$ cat config.mk
export PLATFORM = sky130hd
export DESIGN_NAME = lsu_multicycle
export DESIGN_NICKNAME = d
export VERILOG_FILES = /design/src/rtl/lsu_pkg.sv /design/src/rtl/lsu_lane_align.sv /design/src/rtl/lsu_multicycle.sv
export SDC_FILE = /design/constraint.sdc
export NUM_CORES = 1
export LEC_CHECK = 0
export CAP_MARGIN = 30
export CORE_MARGIN = 1
export CORE_UTILIZATION = 50
export DETAILED_ROUTE_END_ITERATION = 8
export PLACE_DENSITY = 0.85
export SETUP_SLACK_MARGIN = 0.05
export SYNTH_ARGS = -nofsm -noshare
export SYNTH_HDL_FRONTEND = slang
export SYNTH_SLANG_ARGS = --single-unit
export TNS_END_PERCENT = 1
$ cat constraint.sdc
create_clock -name clk -period 5.2 [get_ports clk]
set_input_delay 1.04 -clock clk [delete_from_list [all_inputs] [get_ports clk]]
set_output_delay 1.04 -clock clk [all_outputs]
set_load 0.01 [all_outputs]
$ cat src/rtl/lsu_pkg.sv
// Shared constants for the multi-cycle load/store unit: funct3 codes,
// response error codes and the controller state encoding.
package lsu_pkg;

  localparam logic [2:0] LB  = 3'b000;
  localparam logic [2:0] LH  = 3'b001;
  localparam logic [2:0] LW  = 3'b010;
  localparam logic [2:0] LD  = 3'b011;
  localparam logic [2:0] LBU = 3'b100;
  localparam logic [2:0] LHU = 3'b101;
  localparam logic [2:0] LWU = 3'b110;
  localparam logic [2:0] SB  = 3'b000;
  localparam logic [2:0] SH  = 3'b001;
  localparam logic [2:0] SW  = 3'b010;
  localparam logic [2:0] SD  = 3'b011;

  localparam logic [1:0] ERR_OK       = 2'd0;
  localparam logic [1:0] ERR_MISALIGN = 2'd1;
  localparam logic [1:0] ERR_ILLEGAL  = 2'd2;
  localparam logic [1:0] ERR_TIMEOUT  = 2'd3;

  typedef enum logic [1:0] {
    ST_IDLE = 2'd0,
    ST_BUS  = 2'd1,
    ST_RESP = 2'd2
  } lsu_state_t;

endpackage

$ cat src/rtl/lsu_lane_align.sv
// Combinational lane steering: store strobes/data shift, load extraction with
// sign/zero extension, and the funct3 legality and alignment checks.
module lsu_lane_align
  import lsu_pkg::*;
#(
  parameter int XLEN = 32
) (
  input  logic [2:0]        funct3,
  input  logic              is_store,
  input  logic [2:0]        addr_lo,
  input  logic [XLEN-1:0]   store_data,
  input  logic [XLEN-1:0]   rdata,
  output logic [XLEN/8-1:0] wstrb,
  output logic [XLEN-1:0]   wdata,
  output logic [XLEN-1:0]   load_data,
  output logic              misalign,
  output logic              illegal
);

  localparam int NB     = XLEN / 8;
  localparam int LANE_W = $clog2(NB);

  logic [1:0]        sz;
  logic [LANE_W-1:0] off;
  logic [NB-1:0]     strb_raw;
  logic [XLEN-1:0]   byte_mask;
  logic [XLEN-1:0]   sh;
  logic [XLEN-1:0]   tmp;
  int                nbits;

  assign sz  = funct3[1:0];
  assign off = addr_lo[LANE_W-1:0];

  always_comb begin
    strb_raw  = '0;
    byte_mask = '0;
    for (int i = 0; i < NB; i++) begin
      strb_raw[i]        = (i < (1 << sz));
      byte_mask[8*i +: 8] = {8{strb_raw[i]}};
    end
    wstrb = strb_raw << off;
    wdata = (store_data & byte_mask) << (8 * off);
  end

  // Extension by shifting the field to the MSB and back; the if/else keeps
  // the arithmetic shift out of an unsigned expression context.
  always_comb begin
    sh        = rdata >> (8 * off);
    nbits     = 8 << sz;
    tmp       = '0;
    load_data = sh;
    if (nbits < XLEN) begin
      tmp = sh << (XLEN - nbits);
      if (funct3[2]) load_data = tmp >> (XLEN - nbits);
      else           load_data = $unsigned($signed(tmp) >>> (XLEN - nbits));
    end
  end

  always_comb begin
    misalign = 1'b0;
    case (sz)
      2'd1:    misalign = addr_lo[0];
      2'd2:    misalign = |addr_lo[1:0];
      2'd3:    misalign = |addr_lo[2:0];
      default: misalign = 1'b0;
    endcase
    if (is_store)
      illegal = !(funct3 inside {SB, SH, SW} || (XLEN == 64 && funct3 == SD));
    else
      illegal = !(funct3 inside {LB, LH, LW, LBU, LHU} ||
                  (XLEN == 64 && funct3 inside {LD, LWU}));
  end

endmodule

$ cat src/rtl/lsu_multicycle.sv
// Multi-cycle load/store unit: accepts one request, runs a single bus
// transaction with timeout, and holds the response until it is consumed.
//
// state   | meaning
// ST_IDLE | ready for a request; decode and checks use the live request
// ST_BUS  | mem_req asserted, waiting for mem_ack or timeout
// ST_RESP | resp_valid asserted, waiting for resp_ready
module lsu_multicycle
  import lsu_pkg::*;
#(
  parameter int          XLEN    = 32,
  parameter int          ADDR_W  = 32,
  parameter int unsigned TIMEOUT = 255
) (
  input  logic              clk,
  input  logic              rst,
  input  logic              req_valid,
  output logic              req_ready,
  input  logic              req_is_store,
  input  logic [2:0]        req_funct3,
  input  logic [XLEN-1:0]   req_base,
  input  logic [XLEN-1:0]   req_offset,
  input  logic [XLEN-1:0]   req_store_data,
  input  logic [4:0]        req_rd,
  output logic              resp_valid,
  input  logic              resp_ready,
  output logic [XLEN-1:0]   resp_data,
  output logic [4:0]        resp_rd,
  output logic [1:0]        resp_err,
  output logic              mem_req,
  output logic              mem_we,
  output logic [ADDR_W-1:0] mem_addr,
  output logic [XLEN-1:0]   mem_wdata,
  output logic [XLEN/8-1:0] mem_wstrb,
  input  logic              mem_ack,
  input  logic [XLEN-1:0]   mem_rdata
);

  localparam int NB = XLEN / 8;

  lsu_state_t        state, state_n;
  logic [XLEN-1:0]   eff;
  logic [ADDR_W-1:0] eff_addr;
  logic [2:0]        f3_q;
  logic              is_store_q;
  logic [4:0]        rd_q;
  logic [ADDR_W-1:0] addr_q;
  logic [XLEN-1:0]   wdata_q, resp_data_q;
  logic [NB-1:0]     strb_q;
  logic [1:0]        err_q;
  logic [31:0]       cnt;
  logic              idle, expire;

  logic [2:0]        al_f3, al_lo;
  logic              al_store, al_misalign, al_illegal;
  logic [NB-1:0]     al_wstrb;
  logic [XLEN-1:0]   al_wdata, al_load;

  assign eff      = req_base + req_offset;
  assign eff_addr = ADDR_W'(eff);
  assign idle     = (state == ST_IDLE);
  assign expire   = (TIMEOUT != 0) && (cnt == 32'(TIMEOUT - 1));

  // The single aligner sees the live request while idle and the captured
  // request afterwards, so load extraction uses the accepted funct3/offset.
  assign al_f3    = idle ? req_funct3   : f3_q;
  assign al_store = idle ? req_is_store : is_store_q;
  assign al_lo    = idle ? eff[2:0]     : addr_q[2:0];

  lsu_lane_align #(.XLEN(XLEN)) u_align (
    .funct3     (al_f3),
    .is_store   (al_store),
    .addr_lo    (al_lo),
    .store_data (req_store_data),
    .rdata      (mem_rdata),
    .wstrb      (al_wstrb),
    .wdata      (al_wdata),
    .load_data  (al_load),
    .misalign   (al_misalign),
    .illegal    (al_illegal)
  );

  always_comb begin
    state_n = state;
    case (state)
      ST_IDLE: if (req_valid) state_n = (al_illegal || al_misalign) ? ST_RESP : ST_BUS;
      ST_BUS:  if (mem_ack || expire) state_n = ST_RESP;
      ST_RESP: if (resp_ready) state_n = ST_IDLE;
      default: state_n = ST_IDLE;
    endcase
  end

  always_ff @(posedge clk) begin
    if (rst) begin
      state       <= ST_IDLE;
      f3_q        <= '0;
      is_store_q  <= 1'b0;
      rd_q        <= '0;
      addr_q      <= '0;
      wdata_q     <= '0;
      strb_q      <= '0;
      resp_data_q <= '0;
      err_q       <= ERR_OK;
      cnt         <= '0;
    end else begin
      state <= state_n;
      case (state)
        ST_IDLE: if (req_valid) begin
          f3_q        <= req_funct3;
          is_store_q  <= req_is_store;
          rd_q        <= req_rd;
          addr_q      <= eff_addr;
          wdata_q     <= al_wdata;
          strb_q      <= al_wstrb;
          cnt         <= '0;
          resp_data_q <= '0;
          err_q       <= al_illegal  ? ERR_ILLEGAL  :
                         al_misalign ? ERR_MISALIGN : ERR_OK;
        end
        ST_BUS: begin
          if (mem_ack) begin
            resp_data_q <= is_store_q ? '0 : al_load;
            err_q       <= ERR_OK;
          end else if (expire) begin
            resp_data_q <= '0;
            err_q       <= ERR_TIMEOUT;
          end else begin
            cnt <= cnt + 32'd1;
          end
        end
        default: ;
      endcase
    end
  end

  assign req_ready  = idle;
  assign resp_valid = (state == ST_RESP);
  assign resp_data  = resp_data_q;
  assign resp_rd    = rd_q;
  assign resp_err   = err_q;
  assign mem_req    = (state == ST_BUS);
  assign mem_we     = mem_req & is_store_q;
  assign mem_addr   = addr_q;
  assign mem_wdata  = wdata_q;
  assign mem_wstrb  = mem_req ? strb_q : '0;

endmodule

Yosys cells after proc, flatten, opt, wreduce, memory -nomap -nowiden

Index checks and enable logic that the tools add are counted.

Word-level logic and storage cells: 86
Input port bits: 142
Output and inout port bits: 111
Bits in registers: 145

Shift operators: 8
Muxes and demuxes: 27
Equal/unequal tests: 16
$lt $le $gt $ge: 5
Reductions and logical operators: 15
$add $sub $neg: 3
Bitwise logic cells: 2

Operators with widths:

| cell                                                        | count |
|---|---|
| two-way mux 32 bit                                          | 8 |
| case mux 32 bit (2 select lines)                            | 2 |
| less-than comparator 3 x 32 -> 1 bit, first input constant  | 2 |
| adder 32 x 1 -> 32 bit, second input constant               | 1 |
| adder 32 bit                                                | 1 |
| bitwise AND 32 bit                                          | 1 |
| equality test 32 x 8 -> 1 bit, second input constant        | 1 |
| less-than comparator 1 x 32 -> 1 bit, first input constant  | 1 |
| less-than comparator 2 x 32 -> 1 bit, first input constant  | 1 |
| less-than comparator 32 x 7 -> 1 bit, second input constant | 1 |
| << shifter 1 x 2 -> 32 bit, first input constant            | 1 |
| << shifter 32 x 32 -> 32 bit                                | 1 |
| << shifter 32 x 5 -> 32 bit                                 | 1 |
| << shifter 4 x 2 -> 32 bit, first input constant            | 1 |
| right shift 32 x 32 -> 32 bit                               | 1 |
| right shift 32 x 5 -> 32 bit                                | 1 |
| >>> shifter 32 x 32 -> 32 bit                               | 1 |
| subtractor 7 x 32 -> 32 bit, first input constant           | 1 |
| two-way mux 2 bit                                           | 8 |
| equality test 2 bit, second input constant                  | 3 |
| equality test 3 bit, second input constant                  | 2 |
| two-way mux 3 bit                                           | 2 |
| inequality test 2 bit, second input constant                | 3 |
| case mux 2 bit (3 select lines)                             | 1 |
| 23 further kinds                                            | 30 |

Depth between registers and ports, before layout

Depth in word-level cells: 11
Mapped depth: 12
Mapped depth without buffers: 11

Cells and area by module

Synthesis repeated with hierarchy kept, for this count alone.

Cells, all modules: 1212
Area total of the unflattened synthesis: 9107.5 µm²

Modules (own cells, without submodules):

| module         | area an instance (µm²) | cells each | times used | sequential area each (µm²) |
|---|---|---|---|---|
| lsu_multicycle | 7364.6                 | 931        | 1          | 2902.8 |
| lsu_lane_align | 1742.9                 | 281        | 1          | 0.0 |

Worst setup path after synthesis

No wires, ideal clock.

Kind: input to register
From: input port req_base[0]
To: register addr_q[30] (netlist: mem_addr[30])
Required time: 5.078 ns
Path buffers: 0
Stages: 11
Slack: 1.785 ns
Arrival: 3.293 ns
Path through: ha_1 -> inv_1 -> fa_1 -> nand2b_1 -> a21o_1 -> a211oi_2 -> a21oi_1 -> o31ai_2 -> o21ai_0 -> and4_1 -> a311o_1

Word-level cells in the longest chain between the ends: 1

RTL lines:

| element                | line                  | text |
|---|---|---|
| start: declaration     | lsu_multicycle.sv:21  | `input logic [XLEN-1:0] req_base,` |
| adder 32 bit           | lsu_multicycle.sv:59  | `assign eff = req_base + req_offset;` |
| end signal: assignment | lsu_multicycle.sv:112 | `addr_q <= eff_addr;` |
| end: declaration       | lsu_multicycle.sv:47  | `logic [ADDR_W-1:0] addr_q;` |

No other way between the ends.
A chain may end at the register's enable or synchronous reset.

Final worst setup path

Ends and elaborated chain as after synthesis.

==> impl_metrics.csv <==
group,metric,value,unit
synthesis,synthesis.nets,1193,
critical_path,arrival,4.15,ns
routing,via_per_inst,5.81,
global_route,antenna_found_initial,1,
clock_tree,cts_buffer_depth,2,
timing,max_freq,261,MHz
global_route,grt_util_all_layers,31.9,%
critical_path,startpoint_type,"input pin",
synthesis,synth.yosys.seq_area_share,35.9,%
clock_tree,htree_levels,4,
placement,gp_congestion,0.980,
timing,rsz0062_at_grt,"no",
global_route,grt_pass1_wl,41300,um
timing,min_period,3.83,ns
layout,layout.nets,1424,
routing,drt_iter0_drc,946,
timing,timing_hold_violations_final,0,
timing,worst_slew_pin_slew,0.987,ns
clock_tree,clock-sinks,145,
layout,drive_gt1_share,5.71,%
synthesis,synth_compound_area_share,21.9,%
layout,final_cell_mix,"clkdlybuf4s50_1 (251), nand2_1 (147), dfxtp_1 (145)",
clock_tree,postCtsSetupBuffers,0,
clock_tree,post_cts_resized,0,
placement,pre_cts_slack,0.965,ns
timing,layout_setup_ws,1.37,ns
synthesis,async_flop_share,0,%
run_status,status,"completed",
synthesis,synth_area_leaders,"dfxtp_1 (36%), a21oi_1 (7.1%), nand2_1 (6.9%)",
floorplan,ios,253,
hold_path,min_path_cells,2,
critical_path,worst-path-max-fanout,4,
timing,setup_tns,0,ns
timing,setup-violations-final,0,
synthesis,synth_top_flop_cell,"dfxtp_1",
synthesis,synth_area,0.00809,mm^2
synthesis,yosys.area.top_type_share,35.9,%
floorplan,core,0.0158,mm^2
synthesis,synth_top_family_by_area,"simple AND/OR/NAND/NOR gates",
critical_path,reg2regPathDepth,9,
clock_tree,cts-root-buf,"clkbuf_16",
floorplan,die_w,129,um
timing,clock-skew-final,0.00775,ns
floorplan,die-area,0.0167,mm^2
global_route,grt_pass1_vias,8179,
critical_path,cp.required,5.52,ns
routing,dr.pass1.iters,5,
hold_path,hold_path.class,"reg2reg",
placement,io_buffers,252,
clock_tree,clock_latency,0.43,ns
placement,hpwl,18800,um
synthesis,synth_seq_cells,145,
synthesis,synth.avg_cell_area,7.95,um^2
routing,drtAntennaViolNets,0,
global_route,grt_overflow,0,
routing,wl,26200,um
clock_tree,cts_buffers,17,
synthesis,synth-simple-area-share,23.6,%
synthesis,synth_fa_ha_area_share,5.35,%
timing,max_slew_margin,34.0,%
timing,drv_slew,0,
flow_run,timing.max_cap.violations,0,
clock_tree,ctsHoldBuffers,0,
floorplan,die_height,129,um
clock_tree,cts_tree,"yes",
power_and_ir_drop,power_density,373,mW/mm^2
timing,period_share,73.7,%
critical_path,critical_path_class,"in2reg",
critical_path,endpoint_kind,"register",
power_and_ir_drop,p_leak,4.31,nW
clock_tree,clk_pin_slew,0.06,ns
synthesis,synth.largest_area_cell,"dfxtp_1",
routing,wl_per_cell,17.8,um
layout,area_growth,40.4,%
floorplan,rows,46,
synthesis,yosysWarnings,0,
power_and_ir_drop,vdd_drop_max,0.276,mV
synthesis,synth_cell_type_count,66,
synthesis,synth_xor_xnor_area_share,5.63,%
layout,final_common_cell,"clkdlybuf4s50_1",
synthesis,synth_edf_count,0,
floorplan,initial_utilization,51.1,%
synthesis,muxShareOfSynthArea,3.54,%
routing,drc,0,
global_route,grt_max_degree,76,
synthesis,synthCells,1017,
routing,num_vias,8589,
-- layer usage --
layer	routed length, um	share of wire, %	GRT usage [%]	vias up
met2	12400	47	52.8	451
met3	2340	8.9	9.04	80
met5	0	0	0	-
li1	-	-	-	4096
met4	998	3.8	14.0	0
met1	10500	40	38.5	3962
-- synth_stat cells, types with 17 or more instances --
cell,n
nand2_1,148
a21oi_1,115
mux2i_1,23
o21ai_0,67
dfxtp_1,145
nand3_1,43
xor2_1,25
inv_1,17
and3_1,18
nor2_1,104
ha_1,33
xnor2_1,27
clkbuf_1,42
-- kinds of logic after synthesis --
family | after synthesis
AND/OR/NAND/NOR | 401
AO/OA/AOI/OAI | 286
flip-flops | 145
buffers and inverters | 72
XOR/XNOR | 52
adder cells (fa/ha/maj) | 34
multiplexers | 27
-- layout make-up --
class	count	area, um^2
flip-flops and latches	145	2900
multi-input cells	800	4870
well taps	216	270
fillers	1201	4480
inverters	18	67.6
repair buffers	266	2630
clock buffers	21	460
clock inverters	11	153
diodes	1	2.50
-- metrics by stage --
step	total power [mW]	util [%]	area, um^2	cells	hold slack (ns)
after detailed placement	2.93	67.8	10700	1445	0.441
after global routing	4.44	71.7	11400	1478	0.476
final	4.24	71.7	11400	1478	0.449
after floorplan	2.31	-	8090	1017	0.417
after CTS	4.22	71.7	11300	1477	0.452
after global placement	2.91	67.8	10700	1444	0.433
-- registers in the layout, summed over array words and instances (netlist names) --
| name | count |
|---|---|
| is_store_q | 1 |
| strb_q | 4 |
| cnt | 32 |
| resp_rd | 5 |
| resp_data | 32 |
| mem_addr | 32 |
| resp_err | 2 |
| f3_q | 3 |
| mem_wdata | 32 |
| state | 2 |
-- worst paths after layout --
kind,start,end,slack (ns)
worst max-delay path,req_base[0],mem_addr[30],1.37
worst min-delay path,strb_q[1],strb_q[1],0.45
worst max register to register,state[1],resp_data[23],1.98
worst min register to register,strb_q[1],strb_q[1],0.45
-- power breakdown --
part / internal [mW] / total (mW) / switching (mW) / leakage, nW
clock network: 0.784 / 1.28 / 0.497 / 0.291
logic: 0.688 / 1.63 / 0.940 / 2.84
registers: 1.24 / 1.33 / 0.0868 / 1.18
-- critical path, cell delays in order --
cell             delay (ns)
clkdlybuf4s50_1        0.46
ha_1                   0.24
inv_1                  0.07
fa_1                   0.39
nand2b_1               0.18
a21o_1                 0.19
a211oi_2               0.31
a21oi_1                0.20
o31ai_2                0.41
o21ai_0                0.18
and4_1                 0.22
a311o_1                0.26
Power figures use the tool's default switching activity.
